### src/rtl/riscv_pkg.sv
// Shared RV32I core definitions: word width, canonical NOP, fetch state
// encoding and the IF/ID register layout consumed by decode.
package riscv_pkg;

  localparam int XLEN = 32;
  localparam logic [XLEN-1:0] NOP_INSTR = 32'h0000_0013;
  localparam logic [XLEN-1:0] PC_STEP   = 32'd4;

  typedef enum logic [1:0] {
    ST_BOOT = 2'd0,
    ST_RUN  = 2'd1,
    ST_HALT = 2'd2
  } fetch_state_e;

  typedef struct packed {
    logic            valid;
    logic [XLEN-1:0] instr;
    logic [XLEN-1:0] pc;
    logic [XLEN-1:0] pc_plus4;
  } if_id_t;

  // Byte address is a legal fetch target: word aligned and inside memory.
  function automatic logic addr_legal(input logic [XLEN-1:0] addr,
                                      input logic [XLEN:0]   limit);
    return (addr[1:0] == 2'b00) && ({1'b0, addr} < limit);
  endfunction

endpackage

### src/rtl/fetch_unit.sv
// Instruction-fetch stage: owns the PC, drives the combinational instruction
// memory and loads the IF/ID register, with stall, redirect and fault halt.
module fetch_unit
  import riscv_pkg::*;
#(
  parameter logic [31:0] RESET_PC   = 32'h0000_0000,
  parameter int          IMEM_WORDS = 1024
) (
  input  logic        clk,
  input  logic        rst,
  input  logic        stall,
  input  logic        redirect_valid,
  input  logic [31:0] redirect_target,
  output logic [31:0] imem_addr,
  input  logic [31:0] imem_rdata,
  output logic        if_id_valid,
  output logic [31:0] if_id_instr,
  output logic [31:0] if_id_pc,
  output logic [31:0] if_id_pc_plus4,
  output logic        fetch_fault,
  output logic [31:0] fault_addr,
  output logic [31:0] fetch_count
);

  localparam logic [XLEN:0] LIMIT = 33'(IMEM_WORDS) * 33'd4;

  fetch_state_e    r_state;
  logic [XLEN-1:0] r_pc;
  if_id_t          r_ifid;
  logic            r_fault;
  logic [XLEN-1:0] r_fault_addr;
  logic [XLEN-1:0] r_count;

  logic [XLEN-1:0] w_pc_plus4;
  logic            w_seq_end;
  logic            w_tgt_ok;

  // The 33-bit sum keeps a wrap past 2^32 from looking like a small legal address.
  assign w_pc_plus4 = r_pc + PC_STEP;
  assign w_seq_end  = (({1'b0, r_pc} + 33'd4) >= LIMIT);
  assign w_tgt_ok   = addr_legal(redirect_target, LIMIT);

  always_ff @(posedge clk or posedge rst) begin
    if (rst) begin
      r_state      <= ST_BOOT;
      r_pc         <= RESET_PC;
      r_ifid       <= '{valid: 1'b0, instr: NOP_INSTR, pc: '0, pc_plus4: '0};
      r_fault      <= 1'b0;
      r_fault_addr <= '0;
      r_count      <= '0;
    end else begin
      case (r_state)
        ST_BOOT: r_state <= ST_RUN;
        ST_RUN: begin
          if (redirect_valid) begin
            r_ifid.valid <= 1'b0;
            r_ifid.instr <= NOP_INSTR;
            if (w_tgt_ok) begin
              r_pc <= redirect_target;
            end else begin
              r_state      <= ST_HALT;
              r_fault      <= 1'b1;
              r_fault_addr <= redirect_target;
            end
          end else if (!stall) begin
            r_ifid  <= '{valid: 1'b1, instr: imem_rdata, pc: r_pc, pc_plus4: w_pc_plus4};
            r_count <= r_count + 32'd1;
            if (w_seq_end) begin
              r_state      <= ST_HALT;
              r_fault      <= 1'b1;
              r_fault_addr <= w_pc_plus4;
            end else begin
              r_pc <= w_pc_plus4;
            end
          end
        end
        ST_HALT: begin
          // A last instruction loaded on sequential-fault entry survives stalls.
          if (!stall) begin
            r_ifid.valid <= 1'b0;
            r_ifid.instr <= NOP_INSTR;
          end
        end
        default: r_state <= ST_HALT;
      endcase
    end
  end

  assign imem_addr      = r_pc;
  assign if_id_valid    = r_ifid.valid;
  assign if_id_instr    = r_ifid.instr;
  assign if_id_pc       = r_ifid.pc;
  assign if_id_pc_plus4 = r_ifid.pc_plus4;
  assign fetch_fault    = r_fault;
  assign fault_addr     = r_fault_addr;
  assign fetch_count    = r_count;

endmodule

### config.mk
export PLATFORM = sky130hd
export DESIGN_NAME = fetch_unit
export DESIGN_NICKNAME = d
export VERILOG_FILES = /design/src/rtl/riscv_pkg.sv /design/src/rtl/fetch_unit.sv
export SDC_FILE = /design/constraint.sdc
export NUM_CORES = 1
export LEC_CHECK = 0
export CAP_MARGIN = 40
export CORE_UTILIZATION = 30
export CTS_BUF_LIST = sky130_fd_sc_hd__clkbuf_4 sky130_fd_sc_hd__clkbuf_8
export CTS_CLUSTER_DIAMETER = 60
export CTS_CLUSTER_SIZE = 14
export DETAILED_ROUTE_END_ITERATION = 12
export PLACE_DENSITY = 0.68
export SLEW_MARGIN = 20
export SYNTH_ARGS = -nofsm -noshare
export SYNTH_HDL_FRONTEND = slang
export SYNTH_SLANG_ARGS = --single-unit
### constraint.sdc
create_clock -name clk -period 5.7 [get_ports clk]
set_clock_uncertainty 0.1 [all_clocks]
set_input_delay 0.855 -clock clk [delete_from_list [all_inputs] [get_ports clk]]
set_output_delay 0.855 -clock clk [all_outputs]
set_load 0.02 [all_outputs]
==> impl_metrics.toml <==
[run_status]
status = "complete, no violations"

[cts]
cts_made_buffers = 17
cts_tree = "done"
clock_path_buffers = 2
post-cts-setup-buffer-count = 0
path_clk_slew_ns = 0.11
clk_latency_ns = 0.47
hold_buffers = 0
htreeDepth = 4
root_buffer = "clkbuf_8"
cts_resized = 0
clock_sinks = 194

[worst_setup_path]
path_delay_family = "simple AND/OR/NAND/NOR gates"
crit_fanout = 21
path_buf_inv = 1
cp_data_arrival_time_ns = 4.42
crit_path_end_kind = "flop"
cp.required_ns = 5.95
cpMostUsedCell = "or4_4"
max_stage_delay_ns = 0.69
crit_slowest_cell = "or4_4"
start_kind = "flop"
setup.worst_path.class = "reg2reg"
crit_chain = "nand4_1 -> or4_4 -> or4_4 -> a2111oi_4 -> nand4_2 -> o21ai_4 -> buf_4 -> mux2_2"

[floorplanning]
dieArea_um2 = 29100
core_area_um2 = 27900
io_pins = 262
start_util_pct = 30.6
die_y_um = 171
rows = 61
die_w_um = 171

[sta]
min_period_over_period_pct = 73.3
fmax_ghz = 0.239
setup_viol = 0
slew_headroom_pct = 47.4
final-max-slew-violation-count = 0
hold_violations = 0
period_needed_ns = 4.18
hold_ws_ns = 0.386
finalSetupTns_ns = 0
worst_pin_slew_ns = 0.786
rsz0062_at_grt = "no"

[drt]
wl_per_cell_um = 18.4
dr_total_vias = 6603
dr.pass1.iters = 5
drtIter0Drc = 359
ant_nets = 0
wirelength_um = 25600
drcViolationCount = 0
routed_via_density = 4.76

[pwr]
ir_drop_mv = 0.157
p_per_area_nw_per_um2 = 202
p_total_w = 0.00241
p_leak_nw = 5.18

[logic_synthesis]
ys.flop_type = "dfrtp_1"
ys_ff_latch = 194
synth_top_area_share_pct = 56.1
yosysWarnings = 0
synth_edf_count = 0
netlist_area_um2 = 8520
synth_cell_type_count = 55
async_flop_share_pct = 100
syn_avg_cell_area_um2 = 11.3
synthCells = 754
ys_top_cells_by_area = "dfrtp_1 (56%), mux2_2 (8.5%), xnor2_1 (3.8%)"
yosys.area.top_type = "dfrtp_1"
syn_nets = 824
seq_area_frac_synth_pct = 57.0

[global_routing]
grt_max_degree = 138
overflow = 0
grt_pass1_wl_um = 39100
grt_antenna_before_repair = 2
track_usage_pct = 17.7
grt_pass1_vias = 6719

[final_layout]
final_cell_mix = "clkdlybuf4s50_1 (260), dfrtp_1 (191), nor2_1 (64), mux2_2 (64), nand2_1 (57)"
final_nets = 1066
drive_above_1_share_pct = 12.5
syn_to_final_growth_pct = 39.6
final_common_cell = "clkdlybuf4s50_1"
finalInstanceArea_um2 = 11900
fin_cells = 1388

[placement]
dp_hpwl_um = 19100
io_buffers = 261
dp.cells = 1355
gp_congestion = 0.813
dpl_cell_area_um2 = 11500

[min_path]
hp-class = "reg2reg"

[job]
cap_viol_max_count = 0
==> synthesized netlist by cell type, types with 2 or more instances <==
master,instances
mux2_2,64
and4_1,3
or4_4,2
buf_2,6
a22o_1,30
and3_1,5
inv_1,12
xnor2_1,37
o31ai_1,3
o22a_1,2
or2_2,4
nor4_1,9
mux2i_1,5
xor2_1,21
ha_1,2
o21a_1,2
buf_1,2
nand4_1,21
a31oi_1,4
a21boi_0,2
a21oi_1,38
and2_1,22
nand2_1,57
nand3_1,21
o211a_1,2
nor2_1,64
nor3_1,11
nand2b_1,2
clkbuf_1,32
o21ai_1,3
or3_1,6
buf_6,2
dfrtp_1,191
dfstp_2,3
or4_1,5
mux2_1,4
buf_4,6
o21ai_0,29
o22ai_1,4
==> power breakdown <==
part	total (W)	switching [W]	internal, W	leakage [nW]
Clock	0.000922	0.000554	0.000368	0.201
Combinational	0.000111	0.0000592	0.0000521	2.31
Sequential	0.00138	0.000000000000168	0.00138	2.66
==> final timing paths <==
kind	startpoint	to	slack, ns	cells after the start
setup / recovery	imem_addr[2]	fault_addr[31]	1.52	8
hold / removal	fault_addr[16]	fault_addr[16]	0.39	2
setup reg to reg	imem_addr[2]	fault_addr[31]	1.52	8
hold reg to reg	fault_addr[16]	fault_addr[16]	0.39	2
max in group asynchronous	rst	if_id_pc[10]	4.06	3
min in group asynchronous	rst	if_id_pc_plus4[23]	0.84	3
==> worst reg2reg max path, cell delays in order (launching register included) <==
cell and delay [ns]:
dfrtp_1 0.50, nand4_1 0.32, or4_4 0.69, or4_4 0.58, a2111oi_4 0.36, nand4_2 0.21
o21ai_4 0.56, buf_4 0.36, mux2_2 0.37
==> registers in the layout, summed over array words and instances, names as in the netlist <==
signal	count
if_id_pc_plus4	30
if_id_instr	32
if_id_valid	1
imem_addr	32
fetch_fault	1
if_id_pc	32
fault_addr	32
r_state	2
fetch_count	32
==> cells by family (layout without fill, tap and decap cells) <==
logic type | count (synthesis) | after routing | synth area share (%)
AND/OR/NAND/NOR | 237 | 237 | 13.8
flip-flops | 194 | 194 | 57.0
AO/OA/AOI/OAI | 129 | 129 | 10.2
multiplexers | 73 | 73 | 9.57
buffers and inverters | 61 | 316 | 3.22
XOR/XNOR | 58 | 58 | 5.96
adder cells (fa/ha/maj) | 2 | 2 | 0.294
other | 0 | 1 | 0
==> metal layers <==
| metal | global-route usage, % | part of all wire [%] | vias up |
|---|---|---|---|
| met4 | 5.09 | 1.9 | 2 |
| met3 | 5.81 | 7.5 | 22 |
| li1 | - | - | 3141 |
| met2 | 29.5 | 48 | 229 |
| met1 | 21.9 | 43 | 3209 |
| met5 | 0 | 0.047 | - |
==> metrics by stage <==
step	util (%)	setup slack [ns]
after global placement	41.2	1.67
after floorplan	-	2.08
final	42.7	1.52
after detailed placement	41.3	1.57
after CTS	42.7	1.54
after global routing	42.7	1.28
==> area by class of cell <==
| class | count | area (um2) |
|---|---|---|
| flip-flops and latches | 194 | 4860 |
| diodes | 1 | 2.50 |
| well taps | 378 | 473 |
| clock buffers | 17 | 234 |
| fillers | 2618 | 16000 |
| clock inverters | 15 | 164 |
| inverters | 13 | 52.6 |
| multi-input cells | 499 | 3410 |
| repair buffers | 271 | 2710 |
No activity file was read; power rests on OpenSTA's default activity.
